==> config.mk <==
export PLATFORM = sky130hd
export DESIGN_NAME = gate_sweep_unit
export DESIGN_NICKNAME = d
export VERILOG_FILES = /design/src/rtl/gate_sweep_unit.sv
export SDC_FILE = /design/constraint.sdc
export NUM_CORES = 1
export LEC_CHECK = 0
export CORE_ASPECT_RATIO = 0.7
export CORE_MARGIN = 4
export CORE_UTILIZATION = 40
export DETAILED_ROUTE_END_ITERATION = 10
export GPL_TIMING_DRIVEN = 0
export PLACE_DENSITY = 0.69
export SYNTH_ARGS = -nofsm -noshare
export SYNTH_HDL_FRONTEND = slang
export SYNTH_SLANG_ARGS = --single-unit
export TNS_END_PERCENT = 100
==> constraint.sdc <==
create_clock -name clk -period 1.4 [get_ports clk]
set_input_delay 0.28 -clock clk [delete_from_list [all_inputs] [get_ports clk]]
set_output_delay 0.28 -clock clk [all_outputs]
set_load 0.005 [all_outputs]
==> src/rtl/gate_sweep_unit.sv <==
// Truth-table sweeper: walks every WIDTH-bit input vector, applies a latched gate function
// to each, holds every sample for STEP_CYCLES cycles and counts the vectors that yield 1.
module gate_sweep_unit #(
  parameter int unsigned WIDTH       = 2,
  parameter int unsigned STEP_CYCLES = 1
) (
  input  logic             clk,
  input  logic             rst_n,
  input  logic             start,
  input  logic [2:0]       mode,
  output logic [WIDTH-1:0] input_vec,
  output logic             op,
  output logic             valid,
  output logic             busy,
  output logic             done,
  output logic [WIDTH:0]   ones_count
);

  localparam int unsigned CntW = WIDTH + 1;
  localparam logic [7:0]  HoldLast = 8'(STEP_CYCLES - 1);

  typedef enum logic [1:0] {StIdle, StRun, StDone} state_e;

  state_e     state_q;
  logic [2:0] mode_q;
  logic [7:0] hold_q;

  function automatic logic gate_fn(input logic [2:0] m, input logic [WIDTH-1:0] v);
    logic r;
    r = 1'b0;
    case (m)
      3'd0:    r = &v;
      3'd1:    r = |v;
      3'd2:    r = ~&v;
      3'd3:    r = ~|v;
      3'd4:    r = ^v;
      3'd5:    r = ~^v;
      default: r = 1'b0;
    endcase
    return r;
  endfunction

  always_ff @(posedge clk or negedge rst_n) begin
    if (!rst_n) begin
      state_q    <= StIdle;
      mode_q     <= 3'd0;
      hold_q     <= 8'd0;
      input_vec  <= '0;
      op         <= 1'b0;
      valid      <= 1'b0;
      busy       <= 1'b0;
      done       <= 1'b0;
      ones_count <= '0;
    end else begin
      case (state_q)
        StIdle: begin
          done <= 1'b0;
          if (start) begin
            state_q    <= StRun;
            mode_q     <= mode;
            hold_q     <= 8'd0;
            input_vec  <= '0;
            op         <= gate_fn(mode, '0);
            valid      <= 1'b1;
            busy       <= 1'b1;
            ones_count <= '0;
          end
        end
        StRun: begin
          if (hold_q == HoldLast) begin
            // Count once per vector, on the edge that retires it.
            hold_q     <= 8'd0;
            ones_count <= ones_count + CntW'(op);
            if (&input_vec) begin
              state_q <= StDone;
              valid   <= 1'b0;
              busy    <= 1'b0;
              done    <= 1'b1;
            end else begin
              input_vec <= input_vec + 1'b1;
              op        <= gate_fn(mode_q, input_vec + 1'b1);
            end
          end else begin
            hold_q <= hold_q + 8'd1;
          end
        end
        StDone: begin
          state_q <= StIdle;
          done    <= 1'b0;
        end
        default: state_q <= StIdle;
      endcase
    end
  end

endmodule
Word level (Yosys, flattened, before mapping)
Index checks and enable logic that the tools add are counted.
Operators by class
  add/subtract/negate cells: 3
  eq/ne operators: 14
  multiplexer cells: 27
  reduce and logical (&&, ||, !) cells: 21
Operators with widths (count)
  two-way mux 8 bit: 2
  one-hot mux 8 bit (2 select lines): 1
  equality test 3 x 2 -> 1 bit (second input constant): 4
  two-way mux 2 bit: 6
  equality test 3 bit (second input constant): 3
  two-way mux 1 bit: 9
  AND reduction 3 bit: 3
  adder 8 x 1 -> 8 bit (second input constant): 1
  logical NOT 8 bit: 1
  != test 2 bit (second input constant): 4
  one-hot mux 2 bit (2 select lines): 2
  AND reduction 2 bit: 4
  AND reduction 4 bit: 2
  two-way mux 3 bit: 2
  one-hot mux 1 bit (2 select lines): 3
  one-hot mux 1 bit (6 select lines): 1
  one-hot mux 3 bit (2 select lines): 1
  nonzero test 2 bit: 2
  OR reduction 2 bit: 2
  adder 3 x 1 -> 3 bit: 1
  equality test 3 x 1 -> 1 bit (second input constant): 1
  logical NOT 3 bit: 1
  OR reduction 3 bit: 1
  adder 2 x 1 -> 2 bit (second input constant): 1
  other kinds (6): 7
Word-level totals
  word-level logic and storage cells: 73
  output and inout bits: 9
  bits in registers: 21
  input bits: 6

Depth between registers and ports, before layout
Gate-level depths: netlist of the first run.
  word-level depth: 7
  depth in mapped cells: 6
  gate-level depth less buffers: 6

Least setup slack after synthesis of the first run
OpenSTA, ideal clock, no wires.
  kind: register to register
  start point: reg input_vec[0]
  end point: reg op
  setup slack: -162 ps
  required time: 1273 ps
  stages on the path, launching flop included: 7
  library setup time: 127 ps
  clock period less this slack: 1562 ps
  buffers on the path: 0
  data arrival time: 1435 ps
  cell sequence: dfrtp_1 -> inv_1 -> ha_1 -> xnor3_1 -> nor3_1 -> a311oi_1 -> o21ai_1
Between the ends
  cells in the longest elaborated chain, start to end: 7
  elaborated cells on any way between the ends: 14
  classes of those cells: add/sub: 1; eq/ne: 1; mux: 4; reduce/logical: 8
Ends and longest elaborated chain
  start, declared: line 11  | output logic [WIDTH-1:0] input_vec,
  start signal, assigned: line 80  | input_vec <= input_vec + 1'b1;
  adder 2 x 1 -> 2 bit: line 81  | op <= gate_fn(mode_q, input_vec + 1'b1);
  OR reduction 2 bit or AND reduction 2 bit (tied branches)
  logical NOT 1 bit (on tied branches): line 35, 34
  one-hot mux 1 bit (6 select lines): line 31  | case (m)
  two-way mux 1 bit: line 74  | if (&input_vec) begin
  two-way mux 1 bit: line 70  | if (hold_q == HoldLast) begin
  one-hot mux 1 bit (2 select lines): line 55  | case (state_q)
  end signal, assigned: line 63  | op <= gate_fn(mode, '0);
  end signal, assigned: line 81
  end, declared: line 12  | output logic op,
Several ways; a longest one is shown, not always the timed one. The select of a mux whose other input is x is not followed.
A chain may end at the register's enable or synchronous reset.

Worst setup path after layout of the first run
  start point: reg hold_q[5]
  end point: reg ones_count[2]
Between the ends
  cells in the longest elaborated chain, start to end: 3
Ends and longest elaborated chain
  start, declared: line 26  | logic [7:0] hold_q;
  start signal, assigned: line 84  | hold_q <= hold_q + 8'd1;
  logical NOT 8 bit: line 70
  != test 2 bit (no source line)
  AND reduction 3 bit (no source line)
  end signal, assigned: line 73  | ones_count <= ones_count + CntW'(op);
  end, declared: line 16  | output logic [WIDTH:0] ones_count
Every way passes these cells.

==> results.cfg, run 1 <==
[clock_tree]
clock_tree.root_cell = clkbuf_8
numClockSinks = 21
tritoncts = built
path_clk_slew_ns = 0.08
worstSkewPairLatency_ns = 0.26
cts_buffers = 3
cts_max_level = 1
clockBufferDepth = 2
postCtsHoldBufs = 0

[synthesis]
synth_edf_count = 0
synth_area_um2 = 1190
synth_nets = 127
syn_area_per_cell_um2 = 10.4
synthCells = 114
synthArstFlopShare_pct = 100
yosysSeqAreaShare_pct = 44.3
ys.warnings.count = 0
ys_types = 40
synth.ff_latch_count = 21
ys.flop_type = dfrtp_1

[detailed_routing]
routed-via-count = 981
vias_per_cell = 5.45
first_iter_violations = 34
dr.pass1.iters = 4
wirelength_um = 2680
wire_per_inst_um = 14.9
drc = 0
ant_nets = 0

[floorplanning]
die_w_um = 73.1
rows = 16
dieHeight_um = 53.6
core-area_um2 = 2820
die_area_um2 = 3920
initial_core_util_pct = 42.1
ios = 15

[sta]
max_slew.worst_pin.slew_ns = 0.955
slew_violations = 0
skew_ns = 0.00579
fin_crit_sh_pct = 109
fmax_mhz = 657
finalCriticalPeriod_ns = 1.52
rsz0062_at_grt = yes
setup_viol = 14
fin_ws_ns = -0.123
slew_headroom_pct = 36.1
finalHoldViolCount = 0

[worst_setup_path]
cp_slowest_cell = dfrtp_1
ff2ff_path_depth = 5
crit_type = flop to flop
rr_startpoint = hold_q[5]
ff2ff_setup_slack_ns = -0.12
cp_max_fo = 5
end_kind = flop
crit_required_ns = 1.60
path_cells = nor4_4 -> a31oi_4 -> buf_6 -> nor4b_4 -> a211o_1
arrival_ns = 1.73
cp-start-kind = flop
reg2reg_to = ones_count[2]
max_stage_delay_ns = 0.42

[place]
hpwl_um = 1730
pre_cts_ws_ns = -0.448
port-buffer-count = 14
place.gp.congestion = 0.781

[grt]
grt-ovfl-total = 0
grt_util_all_layers_pct = 14.6
antenna_found_initial = 0
grt_pass1_vias = 935
grt_pass1_wl_um = 4310
grt_max_degree = 22

[cells_and_area]
multi_input_area_um2 = 697
antenna_cells = 0
layout-drive-gt1-share_pct = 30.6
seq_area_um2 = 528
area_growth_pct = 35.4
nNetsFinal = 158
fill_cells = 244

[power]
max-vdd-ir-drop_v = 0.000679
total_power_mw = 2.71
leakagePower_nw = 0.744
powerDensity_nw_per_um2 = 1690

[status]
failed_checks = setup timing
status = finished with violations

[hold_path]
hold_class = primary input to async pin

[run]
cap_violations = 0
[synth_stat cells, types with 3 or more instances]
| library cell | number | area share (%) |
|---|---|---|
| nor2b_1 | 4 | 2.1 |
| a22o_1 | 6 | 4.4 |
| dfrtp_1 | 21 | 44 |
| o21ai_0 | 10 | 4.2 |
| nand2_1 | 9 | 2.8 |
| a21oi_1 | 6 | 2.5 |
| ha_1 | 7 | 7.4 |
| inv_1 | 8 | 2.5 |
| nor2_1 | 3 | 0.95 |
| nand3_1 | 4 | 1.7 |
[logic make-up (layout without fill, tap and decap cells)]
logic type / count (synthesis) / count (layout) / synth area share [%]
flip-flops: 21 / 21 / 44.3
AO/OA/AOI/OAI: 33 / 33 / 18.9
adder cells (fa/ha/maj): 7 / 7 / 7.38
multiplexers: 3 / 3 / 2.74
AND/OR/NAND/NOR: 35 / 35 / 17.9
buffers and inverters: 12 / 42 / 5.48
XOR/XNOR: 3 / 3 / 3.37
[power by group]
group / switching, mW / leakage, nW / total (mW) / internal, mW
combinational: 0.633 / 0.447 / 1.38 / 0.742
sequential: 0.153 / 0.272 / 0.937 / 0.784
clock: 0.198 / 0.0255 / 0.396 / 0.198
[sequential cells by signal (all words and copies together) (netlist names)]
signal,count
hold_q,8
mode_q,3
ones_count,3
input_vec,2
state_q,2
busy,1
done,1
op,1
[placed cells by master, fill, tap and decap left out, types with 2 or more instances in the layout]
cell type / n
nand2b_4: 2
o21ai_1: 3
clkbuf_8: 3
nor2b_1: 4
buf_4: 12
buf_6: 3
o21ai_2: 4
dfrtp_2: 2
nand3_1: 4
or3_1: 2
nand2_1: 9
o21ai_0: 5
a22o_1: 6
ha_2: 2
inv_1: 7
dfrtp_1: 19
mux2_2: 2
a21oi_1: 5
nor2_1: 2
clkdlybuf4s50_1: 5
nor3_1: 2
dlygate4sd2_1: 8
ha_1: 4
[repair_timing]
| item | CTS | global route |
|---|---|---|
| cloned | 1 | 0 |
| setup buffers | 10 | 1 |
| endpoints found under the setup margin | 29 | 18 |
| pin swaps | 6 | 4 |
| gates resized for setup | 26 | 7 |
[how the worst max path moves through the flow]
stage	startpoint	to	slack, ns	cells past startpoint
after floorplan	input_vec[0]	op	-0.02	6
after global placement	start	input_vec[0]	-0.41	4
after detailed placement	start	input_vec[0]	-0.45	4
after CTS	hold_q[5]	ones_count[2]	-0.13	5
after global routing	hold_q[5]	ones_count[2]	-0.23	5
final	hold_q[5]	ones_count[2]	-0.12	5
[metal layers]
layer / vias to the layer above / part of all wire (%) / global-route usage (%)
li1: 471 / - / -
met5: - / 0 / 0
met3: 2 / 5.6 / 5.22
met4: 0 / 0.52 / 4.29
met1: 480 / 47 / 18.8
met2: 28 / 47 / 23.3
[cell type report]
type | instances | share of cell area, %
clock buffer | 3 | 2.57
buffer | 4 | 2.18
timing repair buffer | 26 | 14.1
clock inverter | 1 | 0.311
tap | 36 | 2.80
inverter | 8 | 1.87
sequential | 21 | 32.8
multi-input combinational | 81 | 43.3
[critical path, delay by kind of cell (launching register included)]
family	cells	cell delay, ns
buffers and inverters	1	0.17
AO/OA/AOI/OAI	2	0.29
flip-flops	1	0.42
AND/OR/NAND/NOR	2	0.60
[metrics by stage]
stage,cells,util [%],setup TNS (ns),cell area (um^2),hold slack (ns)
2_1_floorplan,114,-,-0.0423,1200,-0.0156
6_report,180,57.0,-0.964,1610,0.545
3_3_place_gp,164,49.2,-6.45,1390,0.495
5_1_grt,180,57.0,-2.27,1610,0.570
3_5_place_dp,164,49.2,-7.24,1390,0.513
4_1_cts,179,55.9,-1.01,1580,0.518
(Power assumes the default switching activity.)
==> run 2: changes to the inputs <==
--- a/config.mk
+++ b/config.mk
@@ -7,10 +7,10 @@
 export LEC_CHECK = 0
 export CORE_ASPECT_RATIO = 0.7
 export CORE_MARGIN = 4
-export CORE_UTILIZATION = 40
+export CORE_UTILIZATION = 48
 export DETAILED_ROUTE_END_ITERATION = 10
 export GPL_TIMING_DRIVEN = 0
-export PLACE_DENSITY = 0.69
+export PLACE_DENSITY = 0.79
 export SYNTH_ARGS = -nofsm -noshare
 export SYNTH_HDL_FRONTEND = slang
 export SYNTH_SLANG_ARGS = --single-unit
==> run 2 against run 1 <==
Net effect: the flow still finishes with violations (setup timing); first-iteration DRC count increased by 76%; utilization increased by 19 points; die area decreased by 15%; flip-flop and latch count unchanged; non-clock buffer count increased by 5.
==> results.cfg, run 2 (synthesis results as in run 1) <==
[cells_and_area]
final_common_cell = dfrtp_1
instances_no_fill = 181
nNetsFinal = 163
regMostFlops = hold_q
utilization_pct = 75.6
largest_reg_flops = 8
final_cell_mix = dfrtp_1 (18), buf_4 (16), nand2_1 (9)
area_growth_pct = 42.8
layout-drive-gt1-share_pct = 40.3
design_area_um2 = 1700
antenna_cells = 0
largestRegisters = hold_q x8, mode_q x3, ones_count x3

[worst_setup_path]
end_kind = flop
path_cells = nor4_4 -> buf_4 -> a31oi_4 -> buf_6 -> buf_4 -> o21ai_2 -> a21oi_2
crit_required_ns = 1.62
max_stage_delay_ns = 0.43
cp_slowest_cell = dfrtp_1
ff2ff_path_depth = 7
crit_family = buffers and inverters
path_depth = 7
arrival_ns = 1.89
ff2ff_setup_slack_ns = -0.28
crit_type = flop to flop
reg2reg_to = busy
critPathMostFrequentCell = buf_4
rr_startpoint = hold_q[5]
cp_max_fo = 5
cp-start-kind = flop
path_buf_inv = 3
cp-startpoint = hold_q[5]

[detailed_routing]
wirelength_um = 2970
drc = 0
wire_per_inst_um = 16.4
routed-via-count = 1043
ant_nets = 0
dr.pass1.iters = 4
first_iter_violations = 60
vias_per_cell = 5.76

[hold_path]
hold_class = primary input to async pin

[clock_tree]
worstSkewPairLatency_ns = 0.32
clock_tree.root_cell = clkbuf_4
numClockSinks = 21
cts_buffers = 3
cts_max_level = 1
clockBufferDepth = 2
tritoncts = built
path_clk_slew_ns = 0.12

[power]
powerDensity_nw_per_um2 = 1640
max-vdd-ir-drop_v = 0.000965
total_power_mw = 2.78
leakagePower_nw = 0.768

[sta]
finalCriticalPeriod_ns = 1.68
slew_violations = 0
max_slew.worst_pin.slew_ns = 0.949
finalHoldViolCount = 0
slew_headroom_pct = 36.5
fin_crit_sh_pct = 120
fin_hold_ws_ns = 0.477
rsz0062_at_grt = yes
fmax_mhz = 597
skew_ns = 0.00949
setup_viol = 17
fin_ws_ns = -0.276

[run]
cap_violations = 0

[place]
hpwl_um = 1750
placed_cells = 160
port-buffer-count = 14
place_area_um2 = 1380
place.gp.congestion = 0.792

[floorplanning]
rows = 14
dieHeight_um = 49.6
die_w_um = 67.4
initial_core_util_pct = 53.0
ios = 15
die_area_um2 = 3350
core-area_um2 = 2240

[grt]
grt_max_degree = 22
antenna_found_initial = 0
grt_pass1_vias = 953
grt_pass1_wl_um = 4190
grt-ovfl-total = 0
grt_util_all_layers_pct = 16.9

[status]
status = finished with violations
failed_checks = setup timing
-- run 2: stage by stage --
stage | worst slack [ns] | setup TNS (ns)
3_5_place_dp | -0.420 | -6.54
6_report | -0.276 | -2.30
3_3_place_gp | -0.392 | -5.72
5_1_grt | -0.332 | -3.23
4_1_cts | -0.158 | -1.09
2_1_floorplan | -0.0183 | -0.0423
-- run 2: area by class of cell --
class	count	area [um^2]
Timing Repair Buffer	31	267
Inverter	8	30.0
Buffer	4	37.5
Fill cell	166	547
Multi-Input combinational cell	81	764
Sequential cell	21	529
Clock inverter	1	5.00
Clock buffer	3	22.5
Tap cell	32	40.0
-- run 2: what timing repair did --
| action | in CTS | in global routing |
|---|---|---|
| resized for setup | 31 | 23 |
| pin swaps | 6 | 5 |
| setup buffers | 13 | 3 |
| hold buffers | 0 | 0 |
| endpoints found under the setup margin | 26 | 20 |
| cloned | 1 | 0 |
-- run 2: per-layer routing --
layer,wire (um),part of all wire [%],global-route usage [%]
met4,34,1.1,5.05
met3,130,4.4,5.45
met5,0,0,0
met1,1280,43,21.3
met2,1520,51,27.4
-- run 2: worst max-delay path by stage --
stage	end	slack, ns
floorplan	op	-0.02
global placement	mode_q[1]	-0.39
detailed placement	mode_q[1]	-0.42
CTS	ones_count[2]	-0.16
global route	op	-0.33
finish	busy	-0.28
-- run 2: where the power goes --
part           switching (mW)  leakage, nW  internal (mW)
clock network           0.193       0.0177          0.107
logic                   0.704        0.480          0.833
registers               0.158        0.270          0.783
